### config.mk
export PLATFORM = sky130hd
export DESIGN_NAME = aq_mmu_utlb_refill_flat
export DESIGN_NICKNAME = d
export VERILOG_FILES = /design/src/rtl/aq_mmu_pkg.sv /design/src/rtl/aq_mmu_utlb_refill_if.sv /design/src/rtl/aq_mmu_utlb_refill_victim_sel.sv /design/src/rtl/aq_mmu_utlb_refill.sv /design/src/flat_wrapper.sv
export SDC_FILE = /design/constraint.sdc
export NUM_CORES = 1
export LEC_CHECK = 0
export ABC_AREA = 1
export CORE_ASPECT_RATIO = 0.6
export CORE_UTILIZATION = 36
export DETAILED_ROUTE_END_ITERATION = 16
export GPL_TIMING_DRIVEN = 0
export PLACE_DENSITY = 0.73
export SLEW_MARGIN = 0
export SYNTH_ARGS = -nofsm -noshare
export SYNTH_HDL_FRONTEND = slang
export SYNTH_SLANG_ARGS = --single-unit
### constraint.sdc
create_clock -name mmu_top_clk -period 1.45 [get_ports mmu_top_clk]
set_clock_uncertainty 0.15 [all_clocks]
set_input_delay 0.29 -clock mmu_top_clk [delete_from_list [all_inputs] [get_ports mmu_top_clk]]
set_output_delay 0.29 -clock mmu_top_clk [all_outputs]
set_load 0.01 [all_outputs]
### src/rtl/aq_mmu_pkg.sv
// aq_mmu_pkg: shared width constants, page-size encodings and refill FSM states
// for the uTLB refill slice.
package aq_mmu_pkg;

    localparam int unsigned ENTRY_NUM_DEF = 8;
    localparam int unsigned VPN_W         = 27;
    localparam int unsigned PPN_W         = 28;
    localparam int unsigned FLG_W         = 15;
    localparam int unsigned PGS_W         = 3;

    // One-hot page sizes carried on the pgs field
    localparam logic [PGS_W-1:0] PGS_4K = 3'b001;
    localparam logic [PGS_W-1:0] PGS_2M = 3'b010;
    localparam logic [PGS_W-1:0] PGS_1G = 3'b100;

    // Flag bit that tags a machine-mode translation
    localparam int unsigned FLG_MMODE_BIT = 10;

    typedef enum logic [2:0] {
        IDLE,
        REQ,
        WAIT,
        UPD,
        DISCARD
    } refill_state_e;

endpackage

### src/rtl/aq_mmu_utlb_refill_if.sv
// aq_mmu_utlb_refill_if: uTLB-to-jTLB request/response channel.
// master = refill controller side, slave = jTLB side.
interface aq_mmu_utlb_refill_if
    import aq_mmu_pkg::*;
#(
    parameter int unsigned VPN_WIDTH = VPN_W,
    parameter int unsigned PPN_WIDTH = PPN_W,
    parameter int unsigned FLG_WIDTH = FLG_W,
    parameter int unsigned PGS_WIDTH = PGS_W
);
    logic                 utlb_jtlb_req;
    logic [VPN_WIDTH-1:0] utlb_jtlb_vpn;
    logic                 jtlb_utlb_ack;
    logic                 jtlb_utlb_resp_vld;
    logic                 jtlb_utlb_fault;
    logic [PGS_WIDTH-1:0] jtlb_utlb_pgs;
    logic [PPN_WIDTH-1:0] jtlb_utlb_ppn;
    logic [FLG_WIDTH-1:0] jtlb_utlb_flg;

    modport master (
        output utlb_jtlb_req, utlb_jtlb_vpn,
        input  jtlb_utlb_ack, jtlb_utlb_resp_vld, jtlb_utlb_fault,
               jtlb_utlb_pgs, jtlb_utlb_ppn, jtlb_utlb_flg
    );

    modport slave (
        input  utlb_jtlb_req, utlb_jtlb_vpn,
        output jtlb_utlb_ack, jtlb_utlb_resp_vld, jtlb_utlb_fault,
               jtlb_utlb_pgs, jtlb_utlb_ppn, jtlb_utlb_flg
    );

endinterface

### src/rtl/aq_mmu_utlb_refill_victim_sel.sv
// aq_mmu_utlb_victim_sel: picks the uTLB entry to overwrite.
// Invalid entries are filled first (lowest index). With all entries valid the
// replacement comes from a round-robin pointer, or from a tree pseudo-LRU when
// UTLB_REFILL_PLRU_EN is defined (ENTRY_NUM must then be a power of two).
module aq_mmu_utlb_victim_sel #(
    parameter int unsigned ENTRY_NUM = 8
) (
    input  logic                 i_clk,
    input  logic                 i_rst,
    input  logic [ENTRY_NUM-1:0] i_entry_vld,
    input  logic [ENTRY_NUM-1:0] i_entry_hit,
    input  logic                 i_adv,
    output logic [ENTRY_NUM-1:0] o_victim
);
    localparam int unsigned IDX_W = (ENTRY_NUM > 1) ? $clog2(ENTRY_NUM) : 1;

    logic [ENTRY_NUM-1:0] w_inv_onehot;
    logic                 w_inv_found;
    logic [ENTRY_NUM-1:0] w_repl_onehot;

    // Lowest-index invalid entry has priority over any replacement choice
    always_comb begin
        w_inv_onehot = '0;
        w_inv_found  = 1'b0;
        for (int unsigned i = 0; i < ENTRY_NUM; i++) begin
            if (!i_entry_vld[i] && !w_inv_found) begin
                w_inv_onehot[i] = 1'b1;
                w_inv_found     = 1'b1;
            end
        end
    end

    assign o_victim = w_inv_found ? w_inv_onehot : w_repl_onehot;

`ifdef UTLB_REFILL_PLRU_EN
    localparam int unsigned LVLS = $clog2(ENTRY_NUM);

    // Tree nodes in heap order (root = 1); a node bit of 1 points to the right subtree
    logic [ENTRY_NUM-1:1] r_plru;
    logic [ENTRY_NUM-1:1] w_plru_nxt;

    // Mark a leaf as recently used: every ancestor points away from it
    function automatic logic [ENTRY_NUM-1:1] plru_touch(input logic [ENTRY_NUM-1:1] t,
                                                        input logic [IDX_W-1:0]     idx);
        logic [IDX_W:0] node;
        node = {1'b1, idx};
        for (int unsigned l = 0; l < LVLS; l++) begin
            t[node[IDX_W:1]] = ~node[0];
            node = node >> 1;
        end
        return t;
    endfunction

    // Walk from the root following the node bits down to the LRU leaf
    always_comb begin
        logic [IDX_W:0] node;
        node          = (IDX_W+1)'(1);
        w_repl_onehot = '0;
        for (int unsigned l = 0; l < LVLS; l++) begin
            node = {node[IDX_W-1:0], r_plru[node[IDX_W-1:0]]};
        end
        w_repl_onehot[node[IDX_W-1:0]] = 1'b1;
    end

    // Recency update from lookup hits, then from the entry being refilled
    always_comb begin
        logic [IDX_W-1:0] hit_idx;
        logic [IDX_W-1:0] vic_idx;
        logic             hit_found;
        hit_idx    = '0;
        vic_idx    = '0;
        hit_found  = 1'b0;
        for (int unsigned i = 0; i < ENTRY_NUM; i++) begin
            if (i_entry_hit[i] && !hit_found) begin
                hit_idx   = IDX_W'(i);
                hit_found = 1'b1;
            end
            if (o_victim[i]) begin
                vic_idx = IDX_W'(i);
            end
        end
        w_plru_nxt = r_plru;
        if (hit_found) begin
            w_plru_nxt = plru_touch(w_plru_nxt, hit_idx);
        end
        if (i_adv) begin
            w_plru_nxt = plru_touch(w_plru_nxt, vic_idx);
        end
    end

    // PLRU tree state
    always_ff @(posedge i_clk) begin
        if (i_rst) r_plru <= '0;
        else       r_plru <= w_plru_nxt;
    end
`else
    logic [IDX_W-1:0] r_ptr;
    logic             w_unused_hit;

    assign w_unused_hit = ^i_entry_hit;

    // Pointer moves only when a full array forces a replacement
    always_ff @(posedge i_clk) begin
        if (i_rst) begin
            r_ptr <= '0;
        end else if (i_adv && !w_inv_found) begin
            r_ptr <= (r_ptr == IDX_W'(ENTRY_NUM-1)) ? '0 : r_ptr + IDX_W'(1);
        end
    end

    // Decode the pointer into a one-hot replacement candidate
    always_comb begin
        w_repl_onehot        = '0;
        w_repl_onehot[r_ptr] = 1'b1;
    end
`endif

endmodule

### src/rtl/aq_mmu_utlb_refill.sv
// aq_mmu_utlb_refill: uTLB refill controller. Accepts a lookup miss, fetches
// the translation from the jTLB, and writes it into a victim uTLB entry.
// SATP writes and TLB maintenance discard any refill in flight.
// Optional build macro: UTLB_REFILL_PLRU_EN (pseudo-LRU replacement).
module aq_mmu_utlb_refill
    import aq_mmu_pkg::*;
#(
    parameter int unsigned ENTRY_NUM = ENTRY_NUM_DEF,
    parameter int unsigned VPN_WIDTH = VPN_W,
    parameter int unsigned PPN_WIDTH = PPN_W,
    parameter int unsigned FLG_WIDTH = FLG_W,
    parameter int unsigned PGS_WIDTH = PGS_W
) (
    input  logic                  mmu_top_clk,
    input  logic                  cpurst,
    input  logic                  utlb_miss_vld,
    input  logic [VPN_WIDTH-1:0]  utlb_miss_vpn,
    output logic                  utlb_miss_rdy,
    input  logic [ENTRY_NUM-1:0]  utlb_entry_vld,
    input  logic [ENTRY_NUM-1:0]  utlb_entry_hit,
    aq_mmu_utlb_refill_if.master  jtlb,
    input  logic                  regs_mmu_en,
    input  logic                  cp0_mmu_satp_wen,
    input  logic                  tlboper_xx_clr,
    input  logic                  tlboper_xx_inv_va_req,
    output logic [ENTRY_NUM-1:0]  utlb_entry_upd,
    output logic [VPN_WIDTH-1:0]  utlb_upd_vpn,
    output logic [PPN_WIDTH-1:0]  utlb_upd_ppn,
    output logic [PGS_WIDTH-1:0]  utlb_upd_pgs,
    output logic [FLG_WIDTH-1:0]  utlb_upd_flg,
    output logic                  utlb_upd_mmu_on,
    output logic                  utlb_refill_done,
    output logic                  utlb_refill_fault
);
    refill_state_e        r_state, w_state_nxt;
    logic                 w_abort;
    logic                 w_accept;
    logic                 w_latch_resp;
    logic                 w_fault_set;
    logic                 w_adv;
    logic [ENTRY_NUM-1:0] w_victim;
    logic                 r_abort_seen;
    logic [VPN_WIDTH-1:0] r_vpn;
    logic                 r_mmu_on;
    logic [VPN_WIDTH-1:0] r_upd_vpn;
    logic [PPN_WIDTH-1:0] r_upd_ppn;
    logic [PGS_WIDTH-1:0] r_upd_pgs;
    logic [FLG_WIDTH-1:0] r_upd_flg;
    logic                 r_upd_mmu_on;
    logic                 r_fault;

    assign w_abort            = cp0_mmu_satp_wen | tlboper_xx_clr | tlboper_xx_inv_va_req;
    assign jtlb.utlb_jtlb_vpn = r_vpn;
    assign utlb_upd_vpn       = r_upd_vpn;
    assign utlb_upd_ppn       = r_upd_ppn;
    assign utlb_upd_pgs       = r_upd_pgs;
    assign utlb_upd_flg       = r_upd_flg;
    assign utlb_upd_mmu_on    = r_upd_mmu_on;
    assign utlb_refill_fault  = r_fault;

    aq_mmu_utlb_victim_sel #(
        .ENTRY_NUM (ENTRY_NUM)
    ) u_victim_sel (
        .i_clk       (mmu_top_clk),
        .i_rst       (cpurst),
        .i_entry_vld (utlb_entry_vld),
        .i_entry_hit (utlb_entry_hit),
        .i_adv       (w_adv),
        .o_victim    (w_victim)
    );

    // Refill state register
    always_ff @(posedge mmu_top_clk) begin
        if (cpurst) r_state <= IDLE;
        else        r_state <= w_state_nxt;
    end

    // Next-state and handshake/update strobes
    always_comb begin
        w_state_nxt        = r_state;
        utlb_miss_rdy      = 1'b0;
        jtlb.utlb_jtlb_req = 1'b0;
        w_accept           = 1'b0;
        w_latch_resp       = 1'b0;
        w_fault_set        = 1'b0;
        w_adv              = 1'b0;
        utlb_entry_upd     = '0;
        utlb_refill_done   = 1'b0;
        unique case (r_state)
            IDLE: begin
                utlb_miss_rdy = 1'b1;
                if (utlb_miss_vld && !w_abort) begin
                    w_accept    = 1'b1;
                    w_state_nxt = REQ;
                end
            end
            REQ: begin
                // The request stays up until acked; an abort only dooms the response
                jtlb.utlb_jtlb_req = 1'b1;
                if (jtlb.jtlb_utlb_ack) begin
                    w_state_nxt = (w_abort || r_abort_seen) ? DISCARD : WAIT;
                end
            end
            WAIT: begin
                if (jtlb.jtlb_utlb_resp_vld) begin
                    w_state_nxt = IDLE;
                    if (!w_abort) begin
                        if (jtlb.jtlb_utlb_fault) begin
                            w_fault_set = 1'b1;
                        end else begin
                            w_latch_resp = 1'b1;
                            w_state_nxt  = UPD;
                        end
                    end
                end else if (w_abort) begin
                    w_state_nxt = DISCARD;
                end
            end
            UPD: begin
                w_state_nxt = IDLE;
                if (!w_abort) begin
                    utlb_entry_upd   = w_victim;
                    utlb_refill_done = 1'b1;
                    w_adv            = 1'b1;
                end
            end
            DISCARD: begin
                if (jtlb.jtlb_utlb_resp_vld) begin
                    w_state_nxt = IDLE;
                end
            end
            default: w_state_nxt = IDLE;
        endcase
    end

    // Miss capture, sticky abort, response payload and fault pulse
    always_ff @(posedge mmu_top_clk) begin
        if (cpurst) begin
            r_abort_seen <= 1'b0;
            r_vpn        <= '0;
            r_mmu_on     <= 1'b0;
            r_upd_vpn    <= '0;
            r_upd_ppn    <= '0;
            r_upd_pgs    <= '0;
            r_upd_flg    <= '0;
            r_upd_mmu_on <= 1'b0;
            r_fault      <= 1'b0;
        end else begin
            r_abort_seen <= (r_state == REQ) && !jtlb.jtlb_utlb_ack && (w_abort || r_abort_seen);
            r_fault      <= w_fault_set;
            if (w_accept) begin
                r_vpn    <= utlb_miss_vpn;
                r_mmu_on <= regs_mmu_en;
            end
            if (w_latch_resp) begin
                r_upd_vpn    <= r_vpn;
                r_upd_ppn    <= jtlb.jtlb_utlb_ppn;
                r_upd_pgs    <= jtlb.jtlb_utlb_pgs;
                r_upd_flg    <= jtlb.jtlb_utlb_flg;
                r_upd_mmu_on <= r_mmu_on;
            end
        end
    end

endmodule

### src/flat_wrapper.sv
// flat-port wrapper written by rule: the top's interface ports become plain ports
module aq_mmu_utlb_refill_flat import aq_mmu_pkg::*;
#(
    parameter int unsigned ENTRY_NUM = ENTRY_NUM_DEF,
    parameter int unsigned VPN_WIDTH = VPN_W,
    parameter int unsigned PPN_WIDTH = PPN_W,
    parameter int unsigned FLG_WIDTH = FLG_W,
    parameter int unsigned PGS_WIDTH = PGS_W
)
  (mmu_top_clk, cpurst, utlb_miss_vld, utlb_miss_vpn, utlb_miss_rdy, utlb_entry_vld, utlb_entry_hit, regs_mmu_en, cp0_mmu_satp_wen, tlboper_xx_clr, tlboper_xx_inv_va_req, utlb_entry_upd, utlb_upd_vpn, utlb_upd_ppn, utlb_upd_pgs, utlb_upd_flg, utlb_upd_mmu_on, utlb_refill_done, utlb_refill_fault, jtlb_utlb_jtlb_req, jtlb_utlb_jtlb_vpn, jtlb_jtlb_utlb_ack, jtlb_jtlb_utlb_resp_vld, jtlb_jtlb_utlb_fault, jtlb_jtlb_utlb_pgs, jtlb_jtlb_utlb_ppn, jtlb_jtlb_utlb_flg);
  aq_mmu_utlb_refill_if #(.VPN_WIDTH(VPN_WIDTH), .PPN_WIDTH(PPN_WIDTH), .FLG_WIDTH(FLG_WIDTH), .PGS_WIDTH(PGS_WIDTH)) jtlb_i ();
  input  logic mmu_top_clk;
  input  logic cpurst;
  input  logic utlb_miss_vld;
  input  logic [VPN_WIDTH-1:0] utlb_miss_vpn;
  output logic utlb_miss_rdy;
  input  logic [ENTRY_NUM-1:0] utlb_entry_vld;
  input  logic [ENTRY_NUM-1:0] utlb_entry_hit;
  input  logic regs_mmu_en;
  input  logic cp0_mmu_satp_wen;
  input  logic tlboper_xx_clr;
  input  logic tlboper_xx_inv_va_req;
  output logic [ENTRY_NUM-1:0] utlb_entry_upd;
  output logic [VPN_WIDTH-1:0] utlb_upd_vpn;
  output logic [PPN_WIDTH-1:0] utlb_upd_ppn;
  output logic [PGS_WIDTH-1:0] utlb_upd_pgs;
  output logic [FLG_WIDTH-1:0] utlb_upd_flg;
  output logic utlb_upd_mmu_on;
  output logic utlb_refill_done;
  output logic utlb_refill_fault;
  output wire logic [$bits(jtlb_i.utlb_jtlb_req)-1:0] jtlb_utlb_jtlb_req;
  output wire logic [$bits(jtlb_i.utlb_jtlb_vpn)-1:0] jtlb_utlb_jtlb_vpn;
  input wire logic [$bits(jtlb_i.jtlb_utlb_ack)-1:0] jtlb_jtlb_utlb_ack;
  input wire logic [$bits(jtlb_i.jtlb_utlb_resp_vld)-1:0] jtlb_jtlb_utlb_resp_vld;
  input wire logic [$bits(jtlb_i.jtlb_utlb_fault)-1:0] jtlb_jtlb_utlb_fault;
  input wire logic [$bits(jtlb_i.jtlb_utlb_pgs)-1:0] jtlb_jtlb_utlb_pgs;
  input wire logic [$bits(jtlb_i.jtlb_utlb_ppn)-1:0] jtlb_jtlb_utlb_ppn;
  input wire logic [$bits(jtlb_i.jtlb_utlb_flg)-1:0] jtlb_jtlb_utlb_flg;
  assign jtlb_utlb_jtlb_req = jtlb_i.utlb_jtlb_req;
  assign jtlb_utlb_jtlb_vpn = jtlb_i.utlb_jtlb_vpn;
  assign jtlb_i.jtlb_utlb_ack = jtlb_jtlb_utlb_ack;
  assign jtlb_i.jtlb_utlb_resp_vld = jtlb_jtlb_utlb_resp_vld;
  assign jtlb_i.jtlb_utlb_fault = jtlb_jtlb_utlb_fault;
  assign jtlb_i.jtlb_utlb_pgs = jtlb_jtlb_utlb_pgs;
  assign jtlb_i.jtlb_utlb_ppn = jtlb_jtlb_utlb_ppn;
  assign jtlb_i.jtlb_utlb_flg = jtlb_jtlb_utlb_flg;
  aq_mmu_utlb_refill #(.ENTRY_NUM(ENTRY_NUM), .VPN_WIDTH(VPN_WIDTH), .PPN_WIDTH(PPN_WIDTH), .FLG_WIDTH(FLG_WIDTH), .PGS_WIDTH(PGS_WIDTH)) u_core (.mmu_top_clk(mmu_top_clk), .cpurst(cpurst), .utlb_miss_vld(utlb_miss_vld), .utlb_miss_vpn(utlb_miss_vpn), .utlb_miss_rdy(utlb_miss_rdy), .utlb_entry_vld(utlb_entry_vld), .utlb_entry_hit(utlb_entry_hit), .jtlb(jtlb_i), .regs_mmu_en(regs_mmu_en), .cp0_mmu_satp_wen(cp0_mmu_satp_wen), .tlboper_xx_clr(tlboper_xx_clr), .tlboper_xx_inv_va_req(tlboper_xx_inv_va_req), .utlb_entry_upd(utlb_entry_upd), .utlb_upd_vpn(utlb_upd_vpn), .utlb_upd_ppn(utlb_upd_ppn), .utlb_upd_pgs(utlb_upd_pgs), .utlb_upd_flg(utlb_upd_flg), .utlb_upd_mmu_on(utlb_upd_mmu_on), .utlb_refill_done(utlb_refill_done), .utlb_refill_fault(utlb_refill_fault));
endmodule
==> results of run 1 <==
## Yosys cell counts, drive strengths merged
cell type / number / area [um^2]
clkinv: 1 / 3.75
a31oi: 4 / 25.0
o21ai: 103 / 516
and3: 1 / 6.26
ha: 2 / 25.0
clkbuf: 14 / 52.6
dfxtp: 110 / 2200
o22ai: 1 / 6.26
nand2: 20 / 85.1
nand3: 5 / 25.0
buf: 19 / 200
inv: 24 / 90.1
nor4: 1 / 6.26
nor3: 5 / 46.3
nand4: 9 / 56.3
a21oi: 7 / 35.0
or2: 2 / 12.5
nor2: 227 / 915
## final cells by class
type	instances	area (um^2)	area share [%]
timing repair buffer	269	2830	33.6
tap	160	200	2.38
clock inverter	4	97.6	1.16
sequential	110	2230	26.5
multi-input combinational	387	2320	27.5
clock buffer	10	229	2.72
buffer	32	393	4.66
inverter	25	124	1.47
timing repair inverter	1	5.00	0.0594
## sequential cells by signal, indices dropped and copies added (netlist names)
signal / cells
u_core.u_victim_sel.r_ptr: 3
u_core.utlb_upd_ppn: 28
u_core.utlb_refill_fault: 1
u_core.utlb_upd_pgs: 3
u_core.utlb_upd_vpn: 27
u_core.r_abort_seen: 1
u_core.r_state: 3
u_core.jtlb.utlb_jtlb_vpn: 27
u_core.utlb_upd_flg: 15
u_core.utlb_upd_mmu_on: 1
u_core.r_mmu_on: 1
## where the power goes
group | total, mW | switching [mW] | leakage [nW] | internal (mW)
Combinational | 0.805 | 0.362 | 2.60 | 0.443
Clock | 2.76 | 1.09 | 0.155 | 1.67
Sequential | 3.08 | 0.0350 | 0.895 | 3.05
Total | 6.65 | 1.49 | 3.65 | 5.16
## what timing repair did
action / CTS / global route
setup endpoints to repair: 221 / 170
hold endpoints to repair: 0 / 0
gates resized for setup: 372 / 163
gates cloned: 19 / 0
setup buffers: 38 / 15
pin swaps: 35 / 30
## metal layers
| layer | share of wire (%) | vias to the layer above | wire, um |
|---|---|---|---|
| met5 | 0 | - | 0 |
| met4 | 1.7 | 0 | 272 |
| met3 | 8.9 | 26 | 1460 |
| met2 | 48 | 209 | 7830 |
| met1 | 42 | 2321 | 6830 |
| li1 | - | 2358 | - |
## worst max path at each step
| stage | end | slack [ps] | cells past startpoint |
|---|---|---|---|
| after floorplan | utlb_entry_upd[1] | -200 | 6 |
| after global placement | utlb_entry_upd[1] | -1490 | 8 |
| after detailed placement | utlb_entry_upd[5] | -1570 | 8 |
| after CTS | utlb_entry_upd[6] | -410 | 6 |
| after global routing | utlb_entry_upd[1] | -500 | 10 |
| final | utlb_entry_upd[1] | -430 | 10 |
## stage by stage
| stage | total power, mW | TNS (ps) | cell area, um^2 | setup WS [ps] | instances |
|---|---|---|---|---|---|
| floorplan | 3.35 | -1400 | 4410 | -202 | 555 |
| global placement | 3.73 | -87470 | 6630 | -1490 | 917 |
| detailed placement | 3.74 | -92490 | 6630 | -1570 | 917 |
| CTS | 6.59 | -29630 | 8100 | -408 | 988 |
| global route | 6.87 | -44410 | 8420 | -499 | 998 |
| finish | 6.65 | -36440 | 8420 | -429 | 998 |
## worst max-delay path, cell delays in order
cell	delay, ps
buf_8	90
nand2_8	50
nor2_4	80
nand4_1	130
buf_4	170
nor2_4	120
buf_6	130
nand4_1	100
a21oi_2	140
buf_2	140
## logic make-up after synthesis
kind of cell             after synthesis  synth area share, %
AO/OA/AOI/OAI                        115                 13.5
AND/OR/NAND/NOR                      270                 26.7
adder cells (fa/ha/maj)                2                0.581
flip-flops                           110                 51.1
buffers and inverters                 58                 8.05
==> impl_metrics.csv, run 1 <==
group,metric,value,unit
synth,ys_ff_latch,110,
place,place_congestion,0.838,
grt,grt_pass1_wl,24500,um
cts,clock-root-buffer,"clkbuf_16",
hold_path,hold_end,"u_core.u_victim_sel.r_ptr[0]$_SDFFE_PP0P_",
floorplan,initial_core_util,37.5,%
synth,syn-num-nets,656,
sta,slew_violations,0,
grt,grt_util_met3,9.12,%
finish,mostFrequentLayoutCell,"nor2_1",
sta,worstMarginPinSlew,593,ps
finish,final_cell_mix,"nor2_1 (166), dfxtp_1 (97), clkdlybuf4s50_1 (79), dlygate4sd2_1 (55), o21ai_2 (54)",
status,status,"finished, violations left",
sta,setup_slack,-429,ps
route,drt_wl_total,16400,um
synth,yosysUniqueCellTypes,30,
setup_path,rr_startpoint,"u_core.r_state[1]$_SDFFE_PP0P_",
power,power.density,790,nW/um^2
floorplan,dieArea,12400,um^2
sta,hold_ws,279,ps
route,viasPerCell,4.92,
floorplan,die_h,86.7,um
hold_path,min_from,"utlb_entry_vld[4]",
route,dr.pass1.iters,4,
setup_path,crit_required,1010,ps
synth,yosysWarnings,0,
setup_path,r2r_end,"u_core.jtlb.utlb_jtlb_vpn[20]$_SDFFE_PP0P_",
power,power.leakage,3.65,nW
finish,drive_gt1_share,35.9,%
route,drc_errors,0,
cts,clkTransAtPathRegs,70,ps
route,postRouteAntennaNets,0,
power,ir_drop,0.000598,V
status,violations,"setup timing",
cts,cts_tree,"done",
floorplan,rows,30,
sta,setup_viol,117,
grt,grt.total_usage,25.8,%
sta,finalCriticalPeriod,1880,ps
flow_run,max_cap_violations,0,
setup_path,startpoint_type,"input pin",
floorplan,num_io_pins,212,
route,vias,4914,
synth,avgSynthCellArea,7.76,um^2
place,portBuffers,202,
route,wl_per_cell,16.4,um
hold_path,min_path_cells,7,
setup_path,crit_path_start,"utlb_entry_vld[1]",
cts,clock_sinks,110,
floorplan,die_w,143,um
sta,finalHoldViolations,0,
finish,fillCellCount,836,
grt,use_met1,30.8,%
floorplan,coreArea,11500,um^2
grt,grt.met2_usage,43.3,%
setup_path,cp-end-kind,"output port",
grt,grt_overflow,0,
hold_path,hp-class,"in -> reg",
cts,postCtsHoldBufs,0,
finish,fin_util,73.3,%
synth,seq_area_frac_synth,51.1,%
sta,rsz0062_at_grt,"yes",
cts,cts_max_level,3,
sta,timing.slew.headroom,60.4,%
grt,grt_start_max_net_pins,17,
setup_path,cp.arrival,1440,ps
synth,synthCells,555,
grt,antenna_found_initial,0,
setup_path,r2r_cells,10,
place,dp_hpwl,9980,um
setup_path,critPathKind,"in -> out",
sta,fmax,0.532,GHz
route,drt_iter0_drc,195,
finish,syn_to_final_growth,95.5,%
cts,clk_latency,340,ps
grt,busiest_layer,"met2",
finish,fin_nets,936,
setup_path,path_max_fanout,4,
finish,diodes,0,
cts,cts_buffer_depth,2,
grt,grt_pass1_vias,4871,
synth,synth_area,4310,um^2
sta,period_share,130,%
setup_path,timing.reg2reg.setup_slack,-390,ps
cts,cts_buffers,9,
Power figures use the tool's default switching activity.
==> run 2: changes to the inputs <==
--- a/config.mk
+++ b/config.mk
@@ -10,5 +10,5 @@
 export CORE_UTILIZATION = 36
 export DETAILED_ROUTE_END_ITERATION = 16
-export GPL_TIMING_DRIVEN = 0
+export GPL_ROUTABILITY_DRIVEN = 0
 export PLACE_DENSITY = 0.73
 export SLEW_MARGIN = 0
--- a/constraint.sdc
+++ b/constraint.sdc
@@ -3,3 +3,3 @@
 set_input_delay 0.29 -clock mmu_top_clk [delete_from_list [all_inputs] [get_ports mmu_top_clk]]
 set_output_delay 0.29 -clock mmu_top_clk [all_outputs]
-set_load 0.01 [all_outputs]
+set_load 0.05 [all_outputs]
==> impl_metrics.csv, run 2 (synthesis gave the netlist of run 1 again) <==
group,metric,value,unit
status,status,"finished, violations left",
status,violations,"setup timing",
place,dp_hpwl,9940,um
floorplan,die_h,86.7,um
sta,setup_slack,-514,ps
route,drt_wl_total,21500,um
route,wl_per_cell,21.4,um
sta,worstMarginPinSlew,383,ps
power,share_seq_of_total_power,47.0,%
route,dr.pass1.iters,5,
sta,setup_viol,118,
grt,grt.total_usage,31.2,%
power,ir_drop,0.000804,V
hold_path,hold_end,"u_core.utlb_upd_vpn[1]$_SDFFE_PP0P_",
finish,final_cell_mix,"nor2_1 (133), buf_12 (124), dfxtp_1 (103), clkdlybuf4s50_1 (79)",
route,postRouteAntennaNets,0,
setup_path,cp-end-kind,"output port",
finish,fin_util,88.1,%
setup_path,cp.arrival,1520,ps
grt,grt_overflow,0,
floorplan,num_io_pins,212,
finish,syn_to_final_growth,135,%
route,viasPerCell,5.34,
cts,postCtsHoldBufs,0,
power,p_clk_share,36.4,%
sta,slew_violations,0,
grt,grt_start_max_net_pins,50,
cts,clock-root-buffer,"clkbuf_16",
setup_path,r2r_end,"u_core.jtlb.utlb_jtlb_vpn[4]$_SDFFE_PP0P_",
finish,fin_nets,941,
power,power.density,652,nW/um^2
power,netSwitchingFraction,26.6,%
setup_path,cp_top_family,"flip-flops",
cts,clock_sinks,110,
setup_path,crit_required,1010,ps
setup_path,path_max_fanout,5,
finish,largest_reg_flops,28,
floorplan,dieArea,12400,um^2
sta,period_share,135,%
power,p_total,6.60,mW
finish,fillCellCount,505,
power,combPwrFrac,16.6,%
finish,stdcell_count,1004,
sta,fmax,0.509,GHz
route,drt_iter0_drc,370,
setup_path,crit_buf_inv,3,
power,switchingPower,1.75,mW
floorplan,rows,30,
floorplan,initial_core_util,37.5,%
cts,clkTransAtPathRegs,70,ps
power,power.leakage,4.00,nW
cts,cts_max_level,3,
sta,finalHoldViolations,0,
grt,grt_pass1_wl,29200,um
power,power.internal,4.84,mW
grt,grt_pass1_vias,5441,
setup_path,r2r_cells,9,
setup_path,critPathKind,"reg -> out",
flow_run,max_cap_violations,0,
setup_path,max_stage_delay,380,ps
setup_path,slowest_stage,"dfxtp_4",
setup_path,critical_path.cell_chain,"inv_2 -> nand2_1 -> inv_1 -> nand4_1 -> a21oi_4 -> buf_12",
finish,diodes,0,
place,dp_worst_setup_slack,-926,ps
place,dp_cells,922,
grt,antenna_found_initial,0,
setup_path,timing.reg2reg.setup_slack,-510,ps
floorplan,coreArea,11500,um^2
sta,rsz0062_at_grt,"yes",
hold_path,min_path_cells,2,
setup_path,rr_startpoint,"u_core.r_state[2]$_SDFFE_PP0P_",
floorplan,die_w,143,um
route,drc_errors,0,
hold_path,hp-class,"reg -> reg",
cts,cts_buffers,9,
sta,tns,-44450,ps
hold_path,min_from,"u_core.utlb_upd_vpn[1]$_SDFFE_PP0P_",
finish,mostFrequentLayoutCell,"nor2_1",
sta,finalCriticalPeriod,1960,ps
cts,clk_latency,340,ps
setup_path,startpoint_type,"flop",
route,vias,5360,
cts,cts_tree,"done",
cts,cts_buffer_depth,2,
finish,drive_gt1_share,54.0,%
sta,timing.slew.headroom,74.4,%
place,portBuffers,203,
[run 2: repair_timing]
action	4_1_cts	5_1_grt
pin swaps	41	81
gates resized for setup	284	145
endpoints found under the setup margin	119	120
cloned	24	2
setup buffers	41	13
[run 2: power groups by stage]
| stage | sequential [mW] | combinational (mW) | clock [mW] |
|---|---|---|---|
| after CTS | 3.10 | 0.982 | 2.41 |
| after detailed placement | 3.16 | 0.803 | 0 |
| after global routing | 3.11 | 1.14 | 2.55 |
| final | 3.10 | 1.10 | 2.40 |
| after floorplan | 3.25 | 0.200 | 0 |
| after global placement | 3.16 | 0.790 | 0 |
[run 2: cell type report]
class	count	area (um^2)	share of cell area, %
Clock buffer	10	239	2.36
Clock inverter	5	45.0	0.445
Inverter	25	130	1.29
Multi-Input combinational cell	388	2680	26.5
Sequential cell	110	2220	21.9
Tap cell	160	200	1.98
Timing Repair Buffer	303	4570	45.1
Timing Repair inverter	3	36.3	0.359
[run 2: worst max path at each step]
stage | cells after the start | slack (ps) | startpoint | end
2_1_floorplan | 5 | -730 | tlboper_xx_clr | utlb_entry_upd[7]
3_3_place_gp | 8 | -850 | utlb_entry_vld[2] | utlb_entry_upd[1]
3_5_place_dp | 8 | -930 | utlb_entry_vld[2] | utlb_entry_upd[3]
4_1_cts | 7 | -510 | u_core.r_state[2]$_SDFFE_PP0P_ | utlb_entry_upd[6]
5_1_grt | 6 | -560 | u_core.u_victim_sel.r_ptr[1]$_SDFFE_PP0P_ | utlb_entry_upd[5]
6_report | 6 | -510 | u_core.u_victim_sel.r_ptr[1]$_SDFFE_PP0P_ | utlb_entry_upd[5]
[run 2: metal layers]
metal	vias up	track usage (%)	wire, um
met5	-	0	0
met4	0	10.3	514
met3	47	9.01	1650
met2	290	54.6	11200
met1	2652	36.9	8120
li1	2371	-	-
[run 2: tightest hold or removal path, delay by kind of cell, from the launching register on]
family | cells | cell delay (ps)
simple gates | 2 | 150
flops | 1 | 340
[run 2: per-stage QoR]
stage	hold slack [ps]	area, um^2
2_1_floorplan	202	4380
3_3_place_gp	323	7840
3_5_place_dp	366	7840
4_1_cts	358	9720
5_1_grt	386	10100
6_report	374	10100
